[config.mk]
export PLATFORM = sky130hd
export DESIGN_NAME = seq_div
export DESIGN_NICKNAME = d
export VERILOG_FILES = /design/src/rtl/seq_div_pkg.sv /design/src/rtl/seq_div_step.sv /design/src/rtl/seq_div.sv
export SDC_FILE = /design/constraint.sdc
export NUM_CORES = 1
export LEC_CHECK = 0
export BUFFER_PORTS_ARGS = -buffer_cell sky130_fd_sc_hd__buf_2
export CORE_MARGIN = 2
export CORE_UTILIZATION = 47
export DETAILED_ROUTE_END_ITERATION = 7
export PLACE_DENSITY_LB_ADDON = 0.15
export SETUP_SLACK_MARGIN = 0.4
export SLEW_MARGIN = 20
export SYNTH_ARGS = -nofsm -noshare
export SYNTH_HDL_FRONTEND = slang
export SYNTH_SLANG_ARGS = --single-unit
[constraint.sdc]
create_clock -name clk -period 3.16 [get_ports clk]
set_clock_uncertainty 0.1 [all_clocks]
set_input_delay 0.316 -clock clk [delete_from_list [all_inputs] [get_ports clk]]
set_output_delay 0.316 -clock clk [all_outputs]
set_load 0.01 [all_outputs]
[src/rtl/seq_div_pkg.sv]
// Shared types and constants for the seq_div restoring divider.
package seq_div_pkg;

  typedef enum logic [1:0] {
    IDLE = 2'd0,
    RUN  = 2'd1,
    DONE = 2'd2
  } state_t;

  // Quotient reported for a zero divisor: all ones at the given width.
  function automatic logic [31:0] dbz_quotient(input int width);
    if (width >= 32) begin
      return 32'hFFFF_FFFF;
    end
    return (32'd1 << width) - 32'd1;
  endfunction

endpackage

[src/rtl/seq_div_step.sv]
// One restoring-division step: shift in the next dividend bit, trial-subtract
// the divisor, keep the difference or restore.
module seq_div_step #(
  parameter int WIDTH = 8
) (
  input  logic [WIDTH-1:0] rem_in,
  input  logic             dividend_bit,
  input  logic [WIDTH-1:0] divisor,
  output logic [WIDTH-1:0] rem_out,
  output logic             q_bit
);

  logic [WIDTH:0]   shifted;
  logic [WIDTH-1:0] diff;
  logic             borrow;

  // A set top bit of the shifted remainder means it already exceeds any
  // divisor, and the low bits of the wrapped subtraction are then exact.
  always_comb begin
    shifted        = {rem_in, dividend_bit};
    {borrow, diff} = {1'b0, shifted[WIDTH-1:0]} - {1'b0, divisor};
    q_bit          = shifted[WIDTH] | ~borrow;
    rem_out        = q_bit ? diff : shifted[WIDTH-1:0];
  end

endmodule

[src/rtl/seq_div.sv]
// Sequential unsigned restoring divider, one quotient bit per clock.
// Optional abort input is enabled by defining SEQ_DIV_ABORT_EN.
module seq_div
  import seq_div_pkg::*;
#(
  parameter int WIDTH = 8
) (
  input  logic             clk,
  input  logic             rst_n,
  input  logic             start,
  input  logic [WIDTH-1:0] dividend,
  input  logic [WIDTH-1:0] divisor,
`ifdef SEQ_DIV_ABORT_EN
  input  logic             abort,
`endif
  output logic             busy,
  output logic             done,
  output logic [WIDTH-1:0] quotient,
  output logic [WIDTH-1:0] remainder,
  output logic             div_by_zero
);

  localparam int CNT_W = $clog2(WIDTH + 1);

  state_t           state, state_next;
  logic [CNT_W-1:0] count;
  logic [WIDTH-1:0] rem_r;
  logic [WIDTH-1:0] quo_r;
  logic [WIDTH-1:0] div_r;
  logic [WIDTH-1:0] rem_next;
  logic             q_bit;
  logic             load, step, finish;
  logic             last_step;

  seq_div_step #(.WIDTH(WIDTH)) u_step (
    .rem_in       (rem_r),
    .dividend_bit (quo_r[WIDTH-1]),
    .divisor      (div_r),
    .rem_out      (rem_next),
    .q_bit        (q_bit)
  );

  assign last_step = (count == CNT_W'(WIDTH - 1));
  assign busy      = (state != IDLE);

  always_ff @(posedge clk or negedge rst_n) begin
    if (!rst_n) begin
      state <= IDLE;
    end else begin
      state <= state_next;
    end
  end

  always_comb begin
    state_next = state;
    load       = 1'b0;
    step       = 1'b0;
    finish     = 1'b0;
    case (state)
      IDLE: begin
        if (start) begin
          load       = 1'b1;
          state_next = RUN;
        end
      end
      RUN: begin
`ifdef SEQ_DIV_ABORT_EN
        if (abort) begin
          state_next = IDLE;
        end else
`endif
        begin
          step = 1'b1;
          if (last_step) begin
            state_next = DONE;
          end
        end
      end
      DONE: begin
        finish     = 1'b1;
        state_next = IDLE;
      end
      default: state_next = IDLE;
    endcase
  end

  // quo_r starts as the dividend and shifts quotient bits in from the right.
  always_ff @(posedge clk or negedge rst_n) begin
    if (!rst_n) begin
      count       <= '0;
      rem_r       <= '0;
      quo_r       <= '0;
      div_r       <= '0;
      done        <= 1'b0;
      quotient    <= '0;
      remainder   <= '0;
      div_by_zero <= 1'b0;
    end else begin
      done <= finish;
      if (load) begin
        count <= '0;
        rem_r <= '0;
        quo_r <= dividend;
        div_r <= divisor;
      end else if (step) begin
        count <= count + CNT_W'(1);
        rem_r <= rem_next;
        quo_r <= {quo_r[WIDTH-2:0], q_bit};
      end
      if (finish) begin
        quotient    <= (div_r == '0) ? WIDTH'(dbz_quotient(WIDTH)) : quo_r;
        remainder   <= rem_r;
        div_by_zero <= (div_r == '0);
      end
    end
  end

endmodule

Word-level counts from Yosys, hierarchy flattened
Cells that the tools add are included.
W data, S select, Z words.
{"block": "word_totals", "ff_bits": 48, "in_bits": 19, "output_inout_bits": 19, "word_cells": 38}
{"block": "classes", "addsub": 2, "eq_ne": 5, "n_mux": 15, "bitwise": 2, "n_reduce_logical": 5}
{"operator": "$mux W8", "count": 6}
{"operator": "$sub A8 B8 Y9", "count": 1}
{"operator": "$logic_not A8 Y1", "count": 1}
{"operator": "$mux W4", "count": 2}
{"operator": "$add A4 B1 Y4 const B", "count": 1}
{"operator": "$eq A4 B3 Y1 const B", "count": 1}
{"operator": "$mux W1", "count": 4}
{"operator": "$mux W2", "count": 2}
{"operator": "$ne A2 B2 Y1 const B", "count": 2}
{"operator": "$pmux W2 S2", "count": 1}
{"operator": "$reduce_bool A2 Y1", "count": 2}
{"operator": "$eq A2 B1 Y1 const B", "count": 1}
{"operator": "$eq A2 B2 Y1 const B", "count": 1}
{"operator": "$logic_not A2 Y1", "count": 1}
{"operator": "$reduce_and A2 Y1", "count": 1}
{"operator": "$not A1 Y1", "count": 1}
{"operator": "$or A1 B1 Y1", "count": 1}

Longest topological paths before layout
{"block": "logic_depth", "depth_word": 6, "mapped_depth": 9, "depth_no_buf": 9}

By module
From an unflattened synthesis, not the netlist that was laid out.
{"block": "unflattened", "hier_cells": 253, "area_unflattened_um2": 2437.3}
{"module": "seq_div", "n_inst": 1, "cells_each": 189, "area_per_inst_um2": 1944.4, "seq_area_each_um2": 1201.2}
{"module": "seq_div_step", "n_inst": 1, "cells_each": 64, "area_per_inst_um2": 493.0, "seq_area_each_um2": 0.0}

Worst setup path before layout
No wires, ideal clock.
{"block": "synth_timing", "kind": "register -> register", "from": "register quo_r[7]", "to": "register rem_r[0]", "setup_ps": 74, "arrival_ps": 2009, "t_required_ps": 2986, "slack_ps": 977, "stages_incl_launch_ff": 10, "n_path_buf": 0, "synth_period_minus_slack_ps": 2183, "cell_sequence": "dfrtp_1 inv_1 ha_1 inv_1 fa_1 a211oi_2 nor2_2 o21ai_4 mux2_4 o21ai_2"}
{"block": "synth_between", "elab_chain_cells": 6}
{"item": "start: declaration", "line_no": "seq_div.sv:28", "rtl": "logic [WIDTH-1:0] quo_r;"}
{"item": "start signal: assignment", "line_no": "seq_div.sv:103", "rtl": "quo_r <= dividend;"}
{"item": "start signal: assignment", "line_no": "seq_div.sv:108", "rtl": "quo_r <= {quo_r[WIDTH-2:0], q_bit};"}
{"item": "$sub A8 B8 Y9", "line_no": "seq_div_step.sv:21", "rtl": "{borrow, diff} = {1'b0, shifted[WIDTH-1:0]} - {1'b0, divisor};"}
{"item": "$not A1 Y1", "line_no": "seq_div_step.sv:22", "rtl": "q_bit = shifted[WIDTH] | ~borrow;"}
{"item": "$or A1 B1 Y1", "line_no": "seq_div_step.sv:22"}
{"item": "$mux W8 (*)", "line_no": "seq_div_step.sv:23", "rtl": "rem_out = q_bit ? diff : shifted[WIDTH-1:0];"}
{"item": "$mux W8 (*)", "line_no": "seq_div.sv:105", "rtl": "end else if (step) begin"}
{"item": "$mux W8 (*)", "line_no": "seq_div.sv:100", "rtl": "if (load) begin"}
{"item": "end signal: assignment", "line_no": "seq_div.sv:107", "rtl": "rem_r <= rem_next;"}
{"item": "end: declaration", "line_no": "seq_div.sv:27", "rtl": "logic [WIDTH-1:0] rem_r;"}
Every way passes the cells marked *; elsewhere a longest branch is shown, timed or not. The select of a mux whose other input is x is not followed.
A chain may end at the register's enable or synchronous reset.

Worst setup path after layout
Ends and elaborated chain as after synthesis.

==> results.cfg <==
[synthesis]
synthCells = 221
async_flop_share = 1.00
ys_ff_latch = 48
synth_area_leaders = dfrtp_1 (52%), nand2_1 (7.0%), ha_1 (4.9%)
syn_nets = 250
synth_enable_flop_cells = 0
ys_types = 39
ys_warn_count = 0
synth_top_cell_area_share = 0.523
syn_area_um2 = 2290
synthFlopType = dfrtp_1
synthDominantAreaCellType = dfrtp_1
syn-mean-instance-area_um2 = 10.4
yosysSeqAreaShare = 0.523

[power]
cellLeakagePower_nw = 1.28
total_power_mw = 3.18
p_per_area_nw_per_um2 = 1200
ir_worst_vdd_v = 0.000546

[placed_design]
gp_congestion = 0.793
dp_slack_ns = 0.846
dp_hpwl_mm = 3.22
dp_cells = 318
portBuffers = 37

[die]
die_h_um = 73.9
die_w_um = 73.9
die_area_um2 = 5460
pin_count = 38
initial_core_util = 0.486
rows = 25
core_area_um2 = 4720

[critical_path]
cp-startpoint = quo_r[7]
end_kind = flop
critical-path-slowest-cell = fa_1
start_kind = flop
cpPeakStageDelay_ns = 0.42
cp_common_cell = inv_1
cp_max_fo = 8
r2r_cells = 9
critPathArrivalTime_ns = 2.46
worst-endpoint-required_ns = 3.29
crit_path_cell_trace = inv_1 -> ha_1 -> inv_1 -> fa_1 -> a211oi_2 -> nor2_2 -> o21ai_4 -> mux2_4 -> o21ai_2
worstSetupPathType = flop to flop
crit-reg2reg-launch = quo_r[7]
r2r_end = rem_r[0]
reg2reg_slack_ns = 0.83

[final_layout]
layout-drive-gt1-share = 0.221
fin_cells = 325
antenna_cells = 0
area_delta_synth_final_pct = 15.2
nets = 288
fill_cells = 429

[min_path]
hold_depth = 2
worstHoldStart = divisor[3]
hp-class = input port to flop
holdPathEnd = div_r[3]

[global_routing]
grt_pass1_wl_mm = 7.35
use_met1 = 0.244
grtUsageMet3 = 0.0466
grt_max_degree = 49
antenna_found_initial = 0
met2_usage = 0.278
first_global_vias = 1609
overflow = 0
grt_usage = 0.178
grt_busiest_layer = met2

[timing]
setup_ws_ns = 0.829
setup_violations = 0
setup_tns_ns = 0
period_minus_slack_ns = 2.33
fin_crit_sh = 0.738
relSlewSlack = 0.421
timing.final.hold_violations = 0
drv_slew = 0
rsz0062_at_grt = false
fmax_ghz = 0.429
tightestPinTransition_ns = 0.866

[drt]
drtPass1Iterations = 4
vias_per_cell = 5.31
wirelength_mm = 4.37
ant_nets = 0
drtIter0Drc = 73
avgRoutedWirePerCell_um = 13.4
drc = 0
vias = 1726

[clocking]
hold_buffers = 0
clk_pin_slew_ns = 0.08
root_buffer = clkbuf_8
h-tree-depth = 2
cts_tree = built
cts.sinks = 48
clock_path_buffers = 2
clk_latency_ns = 0.29
postCtsResizedCells = 0
cts-buffers-inserted = 5
cts_setup_buffers = 0

[run]
cap_violations = 0

[outcome]
status = completed
==> stage by stage <==
| step | util | cell area [um^2] | hold slack (ns) |
|---|---|---|---|
| finish | 0.559 | 2640 | 0.128 |
| global route | 0.559 | 2640 | 0.117 |
| CTS | 0.557 | 2630 | 0.122 |
| detailed placement | 0.536 | 2530 | 0.363 |
| global placement | 0.536 | 2530 | 0.354 |
| floorplan | - | 2290 | -0.0796 |
==> cells in the mapped netlist, types with 2 or more instances <==
cell type and number:
o21ai_0 13, o22a_1 8, nor4_1 2, nor2_1 4
ha_1 9, nand4_1 2, nand3_1 13, xor2_1 3
mux2_1 4, mux2_2 4, dfrtp_1 48, o21ai_1 5
a21oi_1 6, a22oi_1 7, xnor2_1 2, a21o_1 2
nor2b_1 2, nand2b_1 4, inv_1 11, buf_2 5
nand2_1 43, o211ai_1 2, a32oi_1 6
==> layout by cell type (no fill, tap or decap), types with 3 or more instances in the layout <==
cell type  netlist  routed
mux2_2           4       4
dfrtp_1         48      48
o21ai_0         13      13
nand2_1         43      43
ha_1             9       9
nor2_1           4       4
buf_2            5      36
inv_1           11      11
clkbuf_8         0       5
mux2_1           4       4
o21ai_1          5       5
xor2_1           3       3
o22a_1           8       8
a21oi_1          6       6
nand2b_1         4       4
a32oi_1          6       6
a22oi_1          7       7
nand3_1         13      13
==> metal layers <==
layer  up-vias  wire length, um  share of wire
met5         -                0              0
met4         0               46          0.011
met3         4              209          0.048
met2        48             1980           0.45
met1       810             2140           0.49
li1        864                -              -
==> flip-flops by register name, summed over array words and instances (netlist names), 2 cells and up <==
signal / count
div_r: 8
quo_r: 8
quotient: 8
rem_r: 8
remainder: 8
count: 4
state: 2
==> report_power, final <==
part / switching, mW / total [mW] / internal [mW]
Combinational: 0.875 / 1.61 / 0.738
Clock: 0.186 / 0.413 / 0.227
Sequential: 0.240 / 1.15 / 0.912
Total: 1.30 / 3.18 / 1.88
==> worst max path at each step <==
stage,end,cells after the start
after floorplan,rem_r[0],9
after global placement,rem_r[0],9
after detailed placement,rem_r[0],9
after CTS,rem_r[0],9
after global routing,rem_r[0],9
final,rem_r[0],9
==> logic make-up after synthesis <==
family,count (synthesis),share of synthesized area
buffers and inverters,19,0.0338
AO/OA/AOI/OAI,57,0.180
XOR/XNOR,5,0.0191
flip-flops,48,0.523
AND/OR/NAND/NOR,73,0.140
multiplexers,9,0.0458
adder cells (fa/ha/maj),10,0.0578
==> final cells by class <==
type / count / area, um^2 / area share
clock buffers: 5 / 68.8 / 0.0260
inverters: 12 / 45.0 / 0.0170
flip-flops and latches: 48 / 1200 / 0.455
well taps: 67 / 83.8 / 0.0317
repair buffers: 38 / 198 / 0.0748
clock inverters: 1 / 30.0 / 0.0114
multi-input cells: 154 / 1020 / 0.384
==> worst max-delay path: cells and delay by family (launching register included) <==
| kind | cells | cell delay (ns) |
|---|---|---|
| buffers and inverters | 2 | 0.13 |
| flip-flops | 1 | 0.40 |
| multiplexers | 1 | 0.33 |
| AND/OR/NAND/NOR | 1 | 0.08 |
| adder cells (fa/ha/maj) | 2 | 0.58 |
| AO/OA/AOI/OAI | 3 | 0.65 |
(Power assumes the default switching activity.)
